**config.mk**
```make
export PLATFORM = sky130hd
export DESIGN_NAME = load_store_unit
export DESIGN_NICKNAME = d
export VERILOG_FILES = /design/src/rtl/lsu_pkg.sv /design/src/rtl/lsu_lane_ext.sv /design/src/rtl/load_store_unit.sv
export SDC_FILE = /design/constraint.sdc
export NUM_CORES = 1
export LEC_CHECK = 0
export ABC_AREA = 1
export BUFFER_PORTS_ARGS = -buffer_cell sky130_fd_sc_hd__buf_4
export CORE_AREA = 4 4 113 115
export CTS_BUF_LIST = sky130_fd_sc_hd__clkbuf_8
export CTS_CLUSTER_DIAMETER = 40
export DETAILED_ROUTE_END_ITERATION = 10
export DIE_AREA = 0 0 117 119
export PLACE_DENSITY = 0.79
export SLEW_MARGIN = 20
export SYNTH_ARGS = -nofsm -noshare
export SYNTH_HDL_FRONTEND = slang
export SYNTH_SLANG_ARGS = --single-unit
```
**constraint.sdc**
```tcl
create_clock -name Clk -period 3.5 [get_ports Clk]
set_clock_uncertainty 0.1 [all_clocks]
set_input_delay 0 -clock Clk [delete_from_list [all_inputs] [get_ports Clk]]
set_output_delay 0 -clock Clk [all_outputs]
set_load 0.02 [all_outputs]
```
**src/rtl/lsu_pkg.sv**
```systemverilog
// Shared types for the load/store unit: memOp encodings, FSM states,
// access sizes and lane constants.
package lsu_pkg;

  typedef enum logic [2:0] {
    LW  = 3'd0,
    LB  = 3'd1,
    LBU = 3'd2,
    LH  = 3'd3,
    LHU = 3'd4,
    SW  = 3'd5,
    SB  = 3'd6,
    SH  = 3'd7
  } mem_op_e;

  typedef enum logic {
    IDLE  = 1'b0,
    MERGE = 1'b1
  } lsu_state_e;

  typedef enum logic [1:0] {
    SZ_BYTE = 2'd0,
    SZ_HALF = 2'd1,
    SZ_WORD = 2'd2
  } acc_size_e;

  localparam logic [1:0] LANE_0 = 2'd0;
  localparam logic [1:0] LANE_2 = 2'd2;

  function automatic acc_size_e op_size(input mem_op_e op);
    case (op)
      LW, SW:       op_size = SZ_WORD;
      LH, LHU, SH:  op_size = SZ_HALF;
      LB, LBU, SB:  op_size = SZ_BYTE;
      default:      op_size = SZ_WORD;
    endcase
  endfunction

endpackage

```
**src/rtl/lsu_lane_ext.sv**
```systemverilog
// Combinational lane logic: extracts and extends a load lane, and builds the
// read-modify-write word by inserting store data into the selected lane.
module lsu_lane_ext
  import lsu_pkg::*;
(
  input  logic [31:0] word_i,
  input  logic [1:0]  lane_i,
  input  acc_size_e   size_i,
  input  logic        sign_ext_i,
  input  logic [31:0] ins_data_i,
  output logic [31:0] load_o,
  output logic [31:0] merge_o
);

  logic [7:0]  byte_s;
  logic [15:0] half_s;

  // Little-endian lane extract with extension, and lane insert for merges
  always_comb begin
    byte_s  = word_i[{lane_i, 3'b000} +: 8];
    half_s  = word_i[{lane_i[1], 4'b0000} +: 16];
    load_o  = word_i;
    merge_o = word_i;
    case (size_i)
      SZ_BYTE: begin
        load_o = sign_ext_i ? {{24{byte_s[7]}}, byte_s} : {24'd0, byte_s};
        merge_o[{lane_i, 3'b000} +: 8] = ins_data_i[7:0];
      end
      SZ_HALF: begin
        load_o = sign_ext_i ? {{16{half_s[15]}}, half_s} : {16'd0, half_s};
        merge_o[{lane_i[1], 4'b0000} +: 16] = ins_data_i[15:0];
      end
      SZ_WORD: begin
        load_o  = word_i;
        merge_o = ins_data_i;
      end
      default: begin
        load_o  = word_i;
        merge_o = word_i;
      end
    endcase
  end

endmodule

```
**src/rtl/load_store_unit.sv**
```systemverilog
// Load/store unit between the ALU and a word-only dataMemory; sub-word stores
// are a one-stall read-modify-write. Build option: LSU_MISALIGN_TRAP_EN.
module load_store_unit
  import lsu_pkg::*;
#(
  parameter int ADDR_WIDTH = 32,
  parameter int DATA_WIDTH = 32,
  parameter int DM_DEPTH   = 64
) (
  input  logic                  Clk,
  input  logic                  reset,
  input  logic                  memRead,
  input  logic                  memWrite,
  input  logic [2:0]            memOp,
  input  logic [ADDR_WIDTH-1:0] address,
  input  logic [DATA_WIDTH-1:0] writeData,
  output logic [DATA_WIDTH-1:0] readData,
  output logic                  stall,
  output logic                  misaligned,
  output logic [31:0]           dm_address,
  output logic [DATA_WIDTH-1:0] dm_writeData,
  output logic                  dm_memWrite,
  output logic                  dm_memRead,
  input  logic [DATA_WIDTH-1:0] dm_readData
);

  localparam int IDX_W = $clog2(DM_DEPTH);

  lsu_state_e            state_q, state_d;
  logic [DATA_WIDTH-1:0] merge_q, merge_d;
  logic [1:0]            lane_q, lane_d;

  mem_op_e   op_s;
  acc_size_e size_s;
  logic      sign_ext_s;
  logic      fault_s;
  logic      trap_s;
  logic [1:0] raw_lane_s;
  logic [1:0] eff_lane_s;
  logic [1:0] ext_lane_s;
  logic [31:0] load_s;
  logic [31:0] merged_s;
  logic        unused_s;

  assign op_s       = mem_op_e'(memOp);
  assign size_s     = op_size(op_s);
  assign sign_ext_s = !((op_s == LBU) || (op_s == LHU));
  assign raw_lane_s = address[1:0];
  assign fault_s    = ((size_s == SZ_WORD) && (raw_lane_s != 2'b00)) ||
                      ((size_s == SZ_HALF) && raw_lane_s[0]);

  assign dm_address = {{(32-IDX_W){1'b0}}, address[IDX_W+1:2]};

`ifdef LSU_MISALIGN_TRAP_EN
  assign trap_s     = fault_s;
  assign eff_lane_s = raw_lane_s;
  assign unused_s   = ^{address[ADDR_WIDTH-1:IDX_W+2]};
`else
  assign trap_s   = 1'b0;
  assign unused_s = ^{address[ADDR_WIDTH-1:IDX_W+2], fault_s};

  // Force the low address bits to the natural alignment of the access
  always_comb begin
    case (size_s)
      SZ_WORD: eff_lane_s = LANE_0;
      SZ_HALF: eff_lane_s = raw_lane_s[1] ? LANE_2 : LANE_0;
      SZ_BYTE: eff_lane_s = raw_lane_s;
      default: eff_lane_s = raw_lane_s;
    endcase
  end
`endif

  // The lane unit is shared: MERGE replays the captured lane
  assign ext_lane_s = (state_q == MERGE) ? lane_q : eff_lane_s;

  lsu_lane_ext u_lane_ext (
    .word_i     (dm_readData),
    .lane_i     (ext_lane_s),
    .size_i     (size_s),
    .sign_ext_i (sign_ext_s),
    .ins_data_i (writeData),
    .load_o     (load_s),
    .merge_o    (merged_s)
  );

  // Next-state and output decode
  always_comb begin
    state_d      = state_q;
    merge_d      = merge_q;
    lane_d       = lane_q;
    readData     = '0;
    stall        = 1'b0;
    misaligned   = 1'b0;
    dm_memWrite  = 1'b0;
    dm_memRead   = 1'b0;
    dm_writeData = writeData;
    if (reset) begin
      state_d = IDLE;
    end else begin
      case (state_q)
        IDLE: begin
          if (memWrite) begin
            misaligned = trap_s;
            if (trap_s) begin
              state_d = IDLE;
            end else if (size_s == SZ_WORD) begin
              dm_memWrite = 1'b1;
            end else begin
              stall       = 1'b1;
              dm_memRead  = 1'b1;
              merge_d     = merged_s;
              lane_d      = eff_lane_s;
              state_d     = MERGE;
            end
          end else if (memRead) begin
            misaligned = trap_s;
            dm_memRead = 1'b1;
            readData   = trap_s ? '0 : load_s;
          end else begin
            state_d = IDLE;
          end
        end
        MERGE: begin
          dm_writeData = merge_q;
          dm_memWrite  = 1'b1;
          state_d      = IDLE;
        end
        default: begin
          state_d = IDLE;
        end
      endcase
    end
  end

  // State, merge word and lane registers
  always_ff @(posedge Clk or posedge reset) begin
    if (reset) begin
      state_q <= IDLE;
      merge_q <= '0;
      lane_q  <= 2'd0;
    end else begin
      state_q <= state_d;
      merge_q <= merge_d;
      lane_q  <= lane_d;
    end
  end

endmodule

```
==> out/metrics.csv <==
metric;value;unit
crit_path_max_fanout;9;
crit_buf_inv;9;
clock-sinks;35;
drt_drc;0;
report.final.setup_viol;0;
max-slew-margin-rel;0.353;
hold_viol_final;0;
first_global_vias;5111;
drt_pre_antenna_iters;6;
layout.area.seq;876;um2
holdCritPathClass;input pin to register;
place_inst;1026;
drt_wirelength;16800;um
core_area;11800;um2
cp_common_cell;inv_1;
post-dp-hpwl;12100;um
die-width;117;um
yosys_warnings;0;
postSynth.topFlopCell;dfrtp_1;
cts-root-buf;clkbuf_8;
areaGrowthSynthToFinish;31.6;%
layout.cell_area.non_filler;6040;um2
routed-via-count;5544;
placement_rows;40;
post_drt_wl_per_cell;15.8;um
tightest_slew;0.967;ns
gr-total-overflow;0;
cts_max_level;2;
share_of_synthesized_registers_carrying_an_async_set_or_reset;1.00;
synth_area;4590;um2
clock_latency_on_the_worst_skew_pair;0.29;ns
timing.critical_path.required;3.63;ns
placed_cell_area;5610;um2
nets;1034;
drv.max_cap_violation_count;0;
cts_repair_resize_count;0;
cts_tree;done;
timing.final.ws_setup;0.333;ns
cpPeakStageDelay;0.57;ns
p_per_area;338;nW/um2
numCtsBuffers;5;
worst-setup-path-type;input pin to register;
post_layout_nonfiller_instances;1066;
syn-instance-count;770;
drive_gt1_frac;0.224;
critPathArrivalTime;3.29;ns
die_area;13900;um2
crit_family;buffers and inverters;
postSynthRegisterBits;35;
grt_start_max_net_pins;62;
setup.worst_path.start_class;input pin;
synth.yosys.seq_area_share;0.191;
maximum_count_of_clock_buffers_along_a_single_path;2;
floorplan.initialDensity;0.389;
post_synth.cell_area_avg;5.97;um2
drtIter0Drc;524;
synth_cell_types;38;
multi_input_area;2880;um2
portBuffers;139;
slew_viol_final;0;
grt_pass1_wl;25900;um
route.antenna.remaining_nets;0;
irDropWorstVdd;168;uV
detail_route.vias_per_cell;5.20;
grt_setup_unrepaired;false;
gp_routability_congestion;0.941;
n_fill_cell;1201;
max_clock_freq;316;MHz
die_y;119;um
worst_setup_path_end_kind;register;
crit_path_top_delay_cell;dlygate4sd3_1;
final.setup.tns;0;ns
top_level_ports;203;
antenna_cells;0;
period_needed;3.17;ns
pre_cts_slack;0.462;ns
fin_crit_sh;0.905;
grt_use_total;0.232;
number_of_antenna_violations_at_the_first_check_in_global_routing;0;
timing.critical_path.cells;buf_4, inv_1, ha_1, inv_1, nand2_1, nand2_2, inv_2, ha_1, inv_1, nand2_4, nand3_4, nand2_4, inv_1, buf_4, ha_1, inv_1, nand3_1, o21ai_0, o211ai_1, a31oi_1, dlygate4sd3_1;
path_clk_slew;0.08;ns
status;finished, final reports clean;
synth_enable_flop_cells;0;
power_leakage;3.27;nW
-- metrics by stage --
step	utilization	total power, W	hold WS [ns]
final	0.512	0.00204	0.00553
after global placement	0.475	0.00158	-0.0999
after CTS	0.512	0.00204	0.00654
after global routing	0.512	0.00220	0.0388
after floorplan	-	0.00127	0.0126
after detailed placement	0.475	0.00160	-0.0999
-- registers in the layout, summed over array words and instances (netlist names) --
name and flops:
lane_q 2, merge_q 32, state_q 1
-- worst register-to-register path, delay by kind of cell (launching register included) --
| family | cells | cell delay, ns |
|---|---|---|
| compound gates | 3 | 0.46 |
| fa+ha+maj | 1 | 0.25 |
| buf+inv | 5 | 1.29 |
| flops | 1 | 0.46 |
| simple gates | 3 | 0.33 |
-- worst paths after layout --
check | slack [ns] | cells after the start | from | end
min | 0.006 | 5 | dm_readData[1] | merge_q[1]$_DFFE_PP0P_
max in group asynchronous | 2.66 | 4 | reset | merge_q[21]$_DFFE_PP0P_
min in group asynchronous | 0.30 | 4 | reset | merge_q[15]$_DFFE_PP0P_
min reg2reg | 0.39 | 2 | lane_q[1]$_DFFE_PP0P_ | lane_q[1]$_DFFE_PP0P_
max reg2reg | 0.54 | 12 | state_q$_DFF_PP0_ | merge_q[13]$_DFFE_PP0P_
max | 0.33 | 21 | memOp[1] | merge_q[13]$_DFFE_PP0P_
-- power by group --
| group | internal, W | switching [W] |
|---|---|---|
| clock | 0.000231 | 0.000165 |
| sequential | 0.000505 | 0.0000313 |
| combinational | 0.000400 | 0.000710 |
-- synth_stat cells, types with 9 or more instances --
library cell / n / area share
o21ai_1: 17 / 0.019
ha_1: 13 / 0.035
nor2_1: 54 / 0.044
o211ai_1: 9 / 0.015
buf_2: 17 / 0.019
inv_1: 115 / 0.094
o21ai_0: 103 / 0.11
nand3_1: 49 / 0.053
dfrtp_1: 35 / 0.19
a22oi_1: 12 / 0.020
nand2_1: 149 / 0.12
buf_4: 34 / 0.056
nand4_1: 10 / 0.014
a31oi_1: 10 / 0.014
a21oi_1: 62 / 0.068
clkbuf_1: 21 / 0.017
-- layout by cell type, fill, tap and decap left out, types with 7 or more instances in the layout --
cell / synthesis / routed
nand4_1: 10 / 10
inv_1: 115 / 115
a21oi_1: 62 / 62
conb_1: 1 / 27
a31oi_1: 10 / 10
o21ai_1: 17 / 17
a22oi_1: 12 / 12
nand3_1: 49 / 49
buf_4: 34 / 161
dlygate4sd3_1: 0 / 32
o21ai_0: 103 / 103
ha_1: 13 / 13
nand2_2: 6 / 7
nor2_1: 54 / 54
o211ai_1: 9 / 9
nand2_1: 149 / 148
dfrtp_1: 35 / 35
-- cell type report --
cell class / instances / share of cell area
clock buffer: 6 / 0.0137
clock inverter: 2 / 0.00580
inverter: 123 / 0.0764
multi-input combinational: 560 / 0.476
sequential: 35 / 0.145
tap: 147 / 0.0304
timing repair buffer: 193 / 0.253
-- routing by layer --
metal / global-route usage / routed length [um] / vias to the layer above
met5: 0 / 0 / -
met1: 0.318 / 7120 / 2487
met3: 0.0218 / 1360 / 33
met4: 0.0609 / 393 / 0
li1: - / - / 2735
met2: 0.387 / 7950 / 289
-- kinds of logic (layout without fill, tap and decap cells) --
family	after synthesis	count (layout)	synth area share
adders and majority gates	13	13	0.0354
muxes	4	4	0.00981
AOI/OAI and AO/OA	224	224	0.265
and+or+nand+nor	292	292	0.293
buffers and inverters	201	324	0.205
DFF	35	35	0.191
other	1	27	0.000816
-- repair_timing --
item / CTS / global route
hold buffers: 32 / 0
buffers inserted: 0 / 0
endpoints found under the hold margin: 64 / 0
Note: power is estimated with default switching activity, not from simulation.
